--- src/rtl/spawn_point_gen.sv ---
// ---------------------------------------------------------------------------
// spawn_point_gen
//
// Purpose:
//   Consumer of the LFSR random source. On a spawn request it pulses the
//   LFSR enable, samples the advanced word one cycle later and turns the
//   draws into a bounded duck spawn descriptor: X position, Y position,
//   direction, and a tick-counted spawn delay. The finished descriptor is
//   offered to the game-control FSM with a valid/ready handshake.
//
//   Optional feature macro: SPAWN_REJECT_EN
//     defined   - X out of range is redrawn, up to MAX_TRIES draws, after
//                 which the wrapped value c - X_RANGE is used.
//     undefined - X is always taken from the first draw, out-of-range
//                 values wrapped to c - X_RANGE. MAX_TRIES is unused.
//
// Parameters:
//   RND_W     width of the random word (must be 16)
//   X_RANGE   X drawn from 0..X_RANGE-1 (512..1024)
//   Y_MIN     offset added to the 8-bit Y draw
//   DELAY_MIN minimum spawn delay in ticks
//   MAX_TRIES X draws before the wrapped fallback is used (1..15)
//
// Ports:
//   clk          system clock
//   rst          asynchronous active-high reset
//   rnd_in       current LFSR value
//   rnd_en       one-cycle enable pulse to the LFSR per draw
//   tick         timebase pulse that decrements the spawn delay
//   spawn_req    request for a new spawn, sampled only while idle
//   spawn_valid  descriptor available
//   spawn_ready  consumer accepts the descriptor
//   spawn_x      X position, always < X_RANGE
//   spawn_y      Y position, Y_MIN..Y_MIN+255
//   spawn_dir    0 = left-to-right, 1 = right-to-left
//   busy         high whenever not idle
// ---------------------------------------------------------------------------
// state   | meaning
// --------+------------------------------------------------------------------
// IDLE    | waiting for spawn_req
// DRAW_X  | rnd_en pulse for the X draw
// CHK_X   | sample X candidate, accept / wrap / redraw
// DRAW_Y  | rnd_en pulse for the Y/dir/delay draw
// CHK_Y   | load Y, direction and delay counter
// DELAY   | count ticks down to zero
// VALID   | descriptor offered, wait for spawn_ready
// ---------------------------------------------------------------------------
module spawn_point_gen #(
  parameter int RND_W     = 16,
  parameter int X_RANGE   = 960,
  parameter int Y_MIN     = 64,
  parameter int DELAY_MIN = 16,
  parameter int MAX_TRIES = 4
) (
  input  logic             clk,
  input  logic             rst,
  input  logic [RND_W-1:0] rnd_in,
  output logic             rnd_en,
  input  logic             tick,
  input  logic             spawn_req,
  output logic             spawn_valid,
  input  logic             spawn_ready,
  output logic [9:0]       spawn_x,
  output logic [9:0]       spawn_y,
  output logic             spawn_dir,
  output logic             busy
);

  // Elaboration-time parameter legality checks.
  if (RND_W != 16) begin : g_bad_rnd_w
    $error("spawn_point_gen: RND_W must be 16");
  end
  if (X_RANGE < 512 || X_RANGE > 1024) begin : g_bad_x_range
    $error("spawn_point_gen: X_RANGE must be 512..1024");
  end
  if (MAX_TRIES < 1 || MAX_TRIES > 15) begin : g_bad_max_tries
    $error("spawn_point_gen: MAX_TRIES must be 1..15");
  end

  typedef enum logic [2:0] {
    S_IDLE   = 3'd0,
    S_DRAW_X = 3'd1,
    S_CHK_X  = 3'd2,
    S_DRAW_Y = 3'd3,
    S_CHK_Y  = 3'd4,
    S_DELAY  = 3'd5,
    S_VALID  = 3'd6
  } state_t;

  localparam logic [10:0] XR_11   = 11'(X_RANGE);
  localparam logic [9:0]  YMIN_10 = 10'(Y_MIN);
  localparam logic [7:0]  DMIN_8  = 8'(DELAY_MIN);

  state_t     state_q, state_d;
  logic [9:0] x_q, x_d;
  logic [9:0] y_q, y_d;
  logic       dir_q, dir_d;
  logic [7:0] cnt_q, cnt_d;
  logic       rnd_en_q;
  logic       valid_q;
  logic       busy_q;

  // X candidate and its wrapped form. The wrap is only used when the
  // candidate is >= X_RANGE, so the low 10 bits of the difference are
  // always a legal X (X_RANGE >= 512 keeps it below X_RANGE).
  logic [9:0] cand;
  logic       cand_ok;
  logic [9:0] cand_wrap;

  assign cand      = rnd_in[9:0];
  assign cand_ok   = ({1'b0, cand} < XR_11);
  assign cand_wrap = cand - XR_11[9:0];

`ifdef SPAWN_REJECT_EN
  localparam logic [3:0] MT_4 = 4'(MAX_TRIES);
  logic [3:0] tries_q, tries_d;
`endif

  always_comb begin
    state_d = state_q;
    x_d     = x_q;
    y_d     = y_q;
    dir_d   = dir_q;
    cnt_d   = cnt_q;
`ifdef SPAWN_REJECT_EN
    tries_d = tries_q;
`endif
    unique case (state_q)
      S_IDLE: begin
        if (spawn_req) begin
`ifdef SPAWN_REJECT_EN
          tries_d = '0;
`endif
          state_d = S_DRAW_X;
        end
      end
      S_DRAW_X: state_d = S_CHK_X;
      S_CHK_X: begin
`ifdef SPAWN_REJECT_EN
        tries_d = tries_q + 4'd1;
        if (cand_ok) begin
          x_d     = cand;
          state_d = S_DRAW_Y;
        end else if (tries_d == MT_4) begin
          x_d     = cand_wrap;
          state_d = S_DRAW_Y;
        end else begin
          state_d = S_DRAW_X;
        end
`else
        x_d     = cand_ok ? cand : cand_wrap;
        state_d = S_DRAW_Y;
`endif
      end
      S_DRAW_Y: state_d = S_CHK_Y;
      S_CHK_Y: begin
        y_d     = YMIN_10 + {2'b00, rnd_in[7:0]};
        dir_d   = rnd_in[15];
        cnt_d   = DMIN_8 + {1'b0, rnd_in[14:8]};
        state_d = S_DELAY;
      end
      S_DELAY: begin
        // Only ticks seen while already in DELAY count; a zero counter
        // leaves on the next edge regardless of tick.
        if (cnt_q == 8'd0) begin
          state_d = S_VALID;
        end else if (tick) begin
          cnt_d = cnt_q - 8'd1;
        end
      end
      S_VALID: begin
        if (spawn_ready) state_d = S_IDLE;
      end
      default: state_d = S_IDLE;
    endcase
  end

  // Outputs are registered from the next state so they line up with the
  // state register and never see a combinational path from the inputs.
  always_ff @(posedge clk or posedge rst) begin
    if (rst) begin
      state_q  <= S_IDLE;
      x_q      <= '0;
      y_q      <= '0;
      dir_q    <= 1'b0;
      cnt_q    <= '0;
      rnd_en_q <= 1'b0;
      valid_q  <= 1'b0;
      busy_q   <= 1'b0;
`ifdef SPAWN_REJECT_EN
      tries_q  <= '0;
`endif
    end else begin
      state_q  <= state_d;
      x_q      <= x_d;
      y_q      <= y_d;
      dir_q    <= dir_d;
      cnt_q    <= cnt_d;
      rnd_en_q <= (state_d == S_DRAW_X) || (state_d == S_DRAW_Y);
      valid_q  <= (state_d == S_VALID);
      busy_q   <= (state_d != S_IDLE);
`ifdef SPAWN_REJECT_EN
      tries_q  <= tries_d;
`endif
    end
  end

  assign rnd_en      = rnd_en_q;
  assign spawn_valid = valid_q;
  assign busy        = busy_q;
  assign spawn_x     = x_q;
  assign spawn_y     = y_q;
  assign spawn_dir   = dir_q;

endmodule

--- config.mk ---
export PLATFORM = sky130hd
export DESIGN_NAME = spawn_point_gen
export DESIGN_NICKNAME = d
export VERILOG_FILES = /design/src/rtl/spawn_point_gen.sv
export SDC_FILE = /design/constraint.sdc
export NUM_CORES = 1
export LEC_CHECK = 0
export CORE_AREA = 2 2 64 66
export DETAILED_ROUTE_END_ITERATION = 10
export DIE_AREA = 0 0 66 68
export GPL_ROUTABILITY_DRIVEN = 0
export PLACE_DENSITY = 0.76
export SLEW_MARGIN = 20
export SYNTH_ARGS = -nofsm -noshare
export SYNTH_HDL_FRONTEND = slang
export SYNTH_SLANG_ARGS = --single-unit
--- constraint.sdc ---
create_clock -name clk -period 3.61 [get_ports clk]
set_clock_uncertainty 0.15 [all_clocks]
set_input_delay 0.722 -clock clk [delete_from_list [all_inputs] [get_ports clk]]
set_output_delay 0.722 -clock clk [all_outputs]
set_load 0.02 [all_outputs]
# [Yosys cells after proc, flatten, opt, wreduce, memory -nomap -nowiden]
# Cells that the tools add are included.
[totals] register_bits=35 output_inout_bits=24 in_bits=21
[op_classes] muxes=8 eq_ne=11 n_reduce_logical=6 magnitude_cmp=1 add_sub_neg=4
[op_table] cell="case mux 3 bit (7 select lines)" n=1
[op_table] cell="2-to-1 mux 8 bit" n=2
[op_table] cell="case mux 8 bit (2 select lines)" n=1
[op_table] cell="equality test 3 bit (second input constant)" n=4
[op_table] cell="< comparator 10 bit (second input constant)" n=1
[op_table] cell="2-to-1 mux 10 bit" n=1
[op_table] cell="subtractor 10 bit (second input constant)" n=1
[op_table] cell="adder 7 x 8 -> 9 bit (first input constant)" n=1
[op_table] cell="equality test 3 x 2 -> 1 bit (second input constant)" n=3
[op_table] cell="2-to-1 mux 3 bit" n=3
[op_table] cell="adder 5 x 7 -> 8 bit (first input constant)" n=1
[op_table] cell="logical NOT 8 bit" n=1
[op_table] cell="subtractor 8 x 1 -> 8 bit (second input constant)" n=1
[op_table] cell="equality test 3 x 1 -> 1 bit (second input constant)" n=2
[op_table] cell="!= test 2 bit (second input constant)" n=2
[op_table] cell="logical NOT 3 bit" n=1
[op_table] cell="AND reduction 3 bit" n=1
[op_table] cell="nonzero test 3 bit" n=1
[op_table] cell="nonzero test 2 bit" n=1
[op_table] cell="logical OR 1 bit" n=1

# [Longest topological paths before layout]
# Gate-level depths: netlist of the first run.
[depth] word_depth=5 mapped_depth=6 mapped_depth_nobuf=6

# [Worst setup path after synthesis of the first run]
# Ideal clock, no wire load.
[synth_timing] kind="register to register" start="register cnt_q[2]" end="register cnt_q[1]" n_path_buf=1 required_ps=3335 path_stages_with_launch=6 period_less_slack_ps=2121 slack_ps=1489 setup_ps=125 t_arrival_ps=1846 path_cell_list="dfrtp_1 > or4_1 > buf_2 > o311a_4 > nor2_8 > mux2_4"
[synth_via] elab_chain_len=3
[synth_rtl] element="start, declared" line_no="98" rtl="logic [7:0] cnt_q, cnt_d;"
[synth_rtl] element="start signal, assigned" line_no="198" rtl="cnt_q <= cnt_d;"
[synth_rtl] element="logical NOT 8 bit" line_no="165" rtl="if (cnt_q == 8'd0) begin"
[synth_rtl] element="!= test 2 bit (no line)"
[synth_rtl] element="AND reduction 3 bit (no line)"
# No other way between the ends.
# A chain may end at the register's enable or synchronous reset.

# [Worst setup path after layout of the first run]
[layout_timing] start="register cnt_q[2]" end="register cnt_q[4]"
[layout_via] elab_chain_len=4 word_cells_on_any_way=7
[layout_rtl] element="subtractor 8 x 1 -> 8 bit" line_no="168" rtl="cnt_d = cnt_q - 8'd1;"
[layout_rtl] element="2-to-1 mux 8 bit" line_no="167" rtl="end else if (tick) begin"
[layout_rtl] element="2-to-1 mux 8 bit" line_no="165"
[layout_rtl] element="case mux 8 bit (2 select lines)" line_no="128" rtl="unique case (state_q)"
# Several ways; a longest one is shown, not always the timed one. The select of a mux whose other input is x is not followed.

==> results.py, run 1 <==
metrics = {
    "critical_path": {
        "critPathMaxStageDelay_ps": 650,
        "critPathKind": "reg2reg",
        "startpoint": "cnt_q[2]",
        "end_kind": "flop",
        "crit_path_cell_trace": "or4_1 -> nor3_1 -> nor3_1 -> o32a_1",
        "cp_data_required_time_ps": 3630,
        "rrSetupSlack_ps": 1380,
        "startpoint_type": "flop",
        "crit_fanout": 6,
        "cp_data_arrival_time_ps": 2250,
        "worst_path_max_delay_cell": "or4_1",
        "timing.rr.start": "cnt_q[2]",
        "cp_common_cell": "nor3_1",
    },
    "final_layout": {
        "fin_nets": 240,
        "drive_above_1_share_pct": 10.19,
        "syn2layout_area_growth_pct": 33.91,
        "n_antenna_cell": 0,
        "fin_area_um2": 2223,
        "layout_common_cells": "nand2_1, clkdlybuf4s50_1, dfrtp_1, o21ai_0, a21oi_1",
    },
    "clock_tree": {
        "cts_resized": 0,
        "cts-root-buf": "clkbuf_8",
        "clkLatencyLatePin_ps": 290,
        "htreeDepth": 2,
        "clock-sinks": 34,
        "clock_path_buffers": 2,
        "cts_setup_buffers": 0,
        "holdBufCountCts": 0,
        "path_clk_slew_ps": 70,
        "cts-buffers-inserted": 5,
        "tritoncts": "yes",
    },
    "global_route": {
        "grt_max_degree": 19,
        "grt-ovfl-total": 0,
        "antenna_found_initial": 0,
        "grtUsageTotal_pct": 18.92,
        "grt_pass1_wl_mm": 6.141,
        "grt_pass1_vias": 1310,
    },
    "sta": {
        "max_freq_ghz": 0.4494,
        "hold_violations": 0,
        "tightest_slew_ps": 640.6,
        "rsz0062_at_grt": "false",
        "fin_setup_tns_ps": 0,
        "relSlewSlack_pct": 57.25,
        "drv_slew": 0,
        "period_needed_ps": 2225,
        "setup_ws_ps": 1385,
        "timing.final.crit_share_pct": 61.64,
        "setup_viol": 0,
    },
    "synth": {
        "synth_warnings": 0,
        "syn_inst": 172,
        "synth_fp_nets": 197,
        "synth_area_leader_cell": "dfrtp_1",
        "syn_avg_cell_area_um2": 9.653,
        "ys.flop_type": "dfrtp_1",
        "synth.distinct_cells": 40,
        "synth_edf_count": 0,
        "synthTopCellsByArea": "dfrtp_1, nand2_1, mux2_2",
        "yosys.area.top_type_share_pct": 51.24,
        "synthArstFlopShare_pct": 100.0,
        "syn_area_um2": 1660,
        "synth-seq-area-share_pct": 51.24,
        "ys_ff_latch": 34,
    },
    "placement": {
        "dp_hpwl_mm": 2.637,
        "io_buffers": 43,
        "pre_cts_ws_ps": 1350,
        "postPlaceCellArea_um2": 2128,
    },
    "route": {
        "drt_iter0_drc": 84,
        "drt_pass1_iterations": 4,
        "avgRoutedWirePerCell_um": 13.86,
        "wl_mm": 3.686,
        "antenna_left": 0,
        "drc_errors": 0,
        "dr_total_vias": 1371,
        "routed_via_density": 5.154,
    },
    "power": {
        "irDropWorstVdd_mv": 0.4085,
        "power_density_nw_per_um2": 870.4,
        "p_leak_uw": 0.0009753,
    },
    "worst_hold_path": {
        "min_from": "spawn_y[0]",
        "hold_path.class": "reg2reg",
    },
    "floorplanning": {
        "die_y_um": 68,
        "die_area_um2": 4488,
        "start_util_pct": 43.06,
        "io_pins": 45,
        "num_rows": 23,
        "die_w_um": 66,
        "core_um2": 3856,
    },
    "run": {
        "cap_violations": 0,
    },
    "outcome": {
        "status": "completed",
    },
}
[per-stage QoR]
stage                     hold WS, ps  utilization (%)  instances  total power [uW]
after floorplan                 297.7                -        172              1268
after global placement          306.5            55.19        258              1623
after CTS                       329.1            57.66        266              1948
after global routing            356.6            57.66        266              2090
final                           322.8            57.66        266              1935
after detailed placement        311.0            55.19        258              1644
[report_power, final]
group,internal [uW],switching (uW)
Clock,153,145
Combinational,442,472
Sequential,566,157
[state kept, by name (all words and copies together) (netlist names)]
signal	cells
spawn_x	10
spawn_y	9
cnt_q	8
state_q	3
busy	1
rnd_en	1
spawn_dir	1
spawn_valid	1
[final cells by class]
cell class                 instances  area, um^2
fill                             348        1633
inverter                           5       18.77
tap                               50       62.56
sequential                        34       850.8
multi-input combinational        124       750.7
timing repair buffer              45       445.4
clock buffer                       6       82.58
clock inverter                     2       12.51
[logic make-up after synthesis]
family / synth area share (%)
simple gates: 21.78
compound gates: 13.57
flops: 51.24
buf+inv: 3.542
mux: 5.576
fa+ha+maj: 3.014
xor+xnor: 1.055
other cells: 0.2259
[metal layers]
layer	wire length [um]	track usage [%]	up-vias
li1	-	-	685
met5	0	0	-
met3	238	7.730	6
met4	60	9.949	0
met2	1809	28.79	44
met1	1577	23.14	636
[synth_stat cells (2+ instances only)]
cell,n
nand2_1,43
dfrtp_1,34
o21ai_0,13
a21oi_1,8
clkbuf_1,6
mux2_2,6
nor2_1,6
nor3_1,6
inv_1,5
ha_1,4
nand3_1,4
nor4_1,3
a2bb2oi_1,2
and3b_1,2
buf_2,2
nand3b_1,2
o22ai_1,2
o311ai_0,2
[worst paths after layout]
| check | endpoint | cells past startpoint |
|---|---|---|
| setup reg to reg | cnt_q[4] | 4 |
| hold / removal | spawn_y[0] | 2 |
| setup / recovery | cnt_q[4] | 4 |
| max in group asynchronous | cnt_q[3] | 3 |
| min in group asynchronous | spawn_x[2] | 2 |
| hold reg to reg | spawn_y[0] | 2 |
[worst max-delay path, delay by kind of cell (launching register included)]
kind / cells / cell delay [ps]
AND/OR/NAND/NOR: 3 / 1240
flip-flops: 1 / 410
AO/OA/AOI/OAI: 1 / 310
Power figures use the tool's default switching activity.
==> inputs of run 2 (changes only) <==
clock period = 2.1 ns   (was 3.61 ns; I/O delays follow)
==> run 2 against run 1 <==
  * Non-clock buffer count increased by 6
  * Power up 75%
  * Die area unchanged
  * Critical path type unchanged
  * Via count increased by 3.4%
  * Setup slack got worse by 1300 ps
  * Clock power is 70% higher
  * Largest power group unchanged
  * Flip-flop and latch count unchanged
  * Highest routed layer unchanged
  * Sequential share of layout area fell by 0.84 points
  * Maximum frequency increased by 10%
==> results.py, run 2 (synthesis results as in run 1) <==
metrics = {
    "outcome": {
        "status": "completed",
    },
    "worst_hold_path": {
        "hold_path.class": "reg2reg",
        "min_from": "spawn_y[0]",
    },
    "final_layout": {
        "n_antenna_cell": 0,
        "syn2layout_area_growth_pct": 36.93,
        "largest_reg_flops": 10,
        "drive_above_1_share_pct": 13.06,
        "seqCellArea_um2": 850.8,
        "layout_common_cells": "nand2_1, clkdlybuf4s50_1, dfrtp_1, o21ai_0",
        "fin_area_um2": 2273,
        "nFillCells": 343,
        "fin_nets": 246,
        "multi_input_area_um2": 755.7,
        "fin_cells": 272,
    },
    "route": {
        "avgRoutedWirePerCell_um": 14.00,
        "dr_total_vias": 1417,
        "antenna_left": 0,
        "drt_pass1_iterations": 6,
        "drc_errors": 0,
        "drt_iter0_drc": 110,
        "wl_mm": 3.808,
        "routed_via_density": 5.210,
    },
    "global_route": {
        "grt_pass1_wl_mm": 6.189,
        "antenna_found_initial": 0,
        "grt_max_degree": 35,
        "grt-ovfl-total": 0,
        "grt_pass1_vias": 1343,
        "grtUsageTotal_pct": 18.45,
    },
    "placement": {
        "pre_cts_ws_ps": 108.3,
        "dp.cells": 264,
        "postPlaceCellArea_um2": 2173,
        "io_buffers": 43,
        "dp_hpwl_mm": 2.670,
    },
    "clock_tree": {
        "htreeDepth": 2,
        "clock_path_buffers": 2,
        "tritoncts": "yes",
        "path_clk_slew_ps": 70,
        "clock-sinks": 34,
        "cts-buffers-inserted": 5,
        "cts-root-buf": "clkbuf_8",
        "clkLatencyLatePin_ps": 290,
    },
    "critical_path": {
        "startpoint": "cnt_q[0]",
        "cp_top_family": "flip-flops",
        "cp_data_required_time_ps": 2120,
        "end_kind": "flop",
        "critPathMaxStageDelay_ps": 440,
        "critPathKind": "reg2reg",
        "crit_path_cell_trace": "inv_1 -> ha_1 -> nand2b_1 -> o311a_4 -> nor2_8 -> mux2_4",
        "worst_path_max_delay_cell": "dfrtp_1",
        "timing.rr.start": "cnt_q[0]",
        "startpoint_type": "flop",
        "crit_fanout": 5,
        "path_buf_inv": 1,
        "cp_data_arrival_time_ps": 2040,
    },
    "floorplanning": {
        "core_um2": 3856,
        "die_area_um2": 4488,
        "die_y_um": 68,
        "io_pins": 45,
        "start_util_pct": 43.06,
        "die_w_um": 66,
        "num_rows": 23,
    },
    "power": {
        "clkPwrFrac_pct": 15.0,
        "sw_frac_of_total_pct": 39.71,
        "p_leak_uw": 0.001004,
        "p_int_uw": 2039,
        "irDropWorstVdd_mv": 0.8039,
        "p_comb_share_pct": 49.0,
        "power_uw": 3382,
        "switchingPower_uw": 1343,
        "power_density_nw_per_um2": 1488,
        "power_frac_seq_pct": 36.0,
    },
    "sta": {
        "relSlewSlack_pct": 66.02,
        "timing.final.crit_share_pct": 96.19,
        "setup_viol": 0,
        "max_freq_ghz": 0.4950,
        "setup_ws_ps": 79.99,
        "drv_slew": 0,
        "tightest_slew_ps": 508.5,
        "fin_setup_tns_ps": 0,
        "hold_violations": 0,
        "period_needed_ps": 2020,
        "rsz0062_at_grt": "false",
    },
    "run": {
        "cap_violations": 0,
    },
}
-- run 2: cell types whose count changed in the layout (fill, tap and decap cells not counted) --
cell / change
o21ai_1: +1
o21ai_0: -1
nor3_1: -1
buf_4: +6
nor3_2: +1
-- run 2: what timing repair did --
action	4_1_cts	5_1_grt
setup buffers	0	0
hold buffers	0	0
gates resized for setup	0	2
endpoints found under the setup margin	0	4
-- run 2: worst paths after layout --
kind                               to  slack [ps]  depth (start not counted)
setup / recovery             cnt_q[1]          80                          6
hold / removal             spawn_y[0]         330                          2
setup reg to reg             cnt_q[1]          80                          6
hold reg to reg            spawn_y[0]         330                          2
max in group asynchronous    cnt_q[5]        1120                          3
min in group asynchronous  spawn_x[5]         370                          3
-- run 2: per-stage QoR --
step                utilization, %  hold WS, ps
floorplan                        -        298.4
global placement             56.36        307.3
detailed placement           56.36        315.1
CTS                          58.83        330.5
global route                 58.96        353.3
finish                       58.96        326.4
-- run 2: layout make-up --
cell class,count,share of cell area [%]
clock buffers,6,3.632
clock inverters,2,0.5504
inverters,5,0.8255
multi-input cells,124,33.24
flip-flops and latches,34,37.42
well taps,50,2.752
repair buffers,51,21.57
-- run 2: power groups by stage --
stage | clock network [uW] | logic, uW | registers [uW]
final | 506 | 1660 | 1220
after global routing | 539 | 1810 | 1260
after CTS | 525 | 1670 | 1220
after detailed placement | 0 | 1660 | 1230
after global placement | 0 | 1640 | 1220
after floorplan | 0 | 766 | 1420
-- run 2: tightest hold or removal path, cell delays in order (launching register included) --
cell     delay [ps]
dfrtp_1         340
nand2_1          50
nand2_1          60
-- run 2: metal layers --
metal  track usage, %  part of all wire (%)  up-vias
met5                0                     0        -
met4            8.673                   1.8        0
met3            6.250                   5.6        8
met2            29.42                    48       50
met1            22.65                    45      666
li1                 -                     -      693
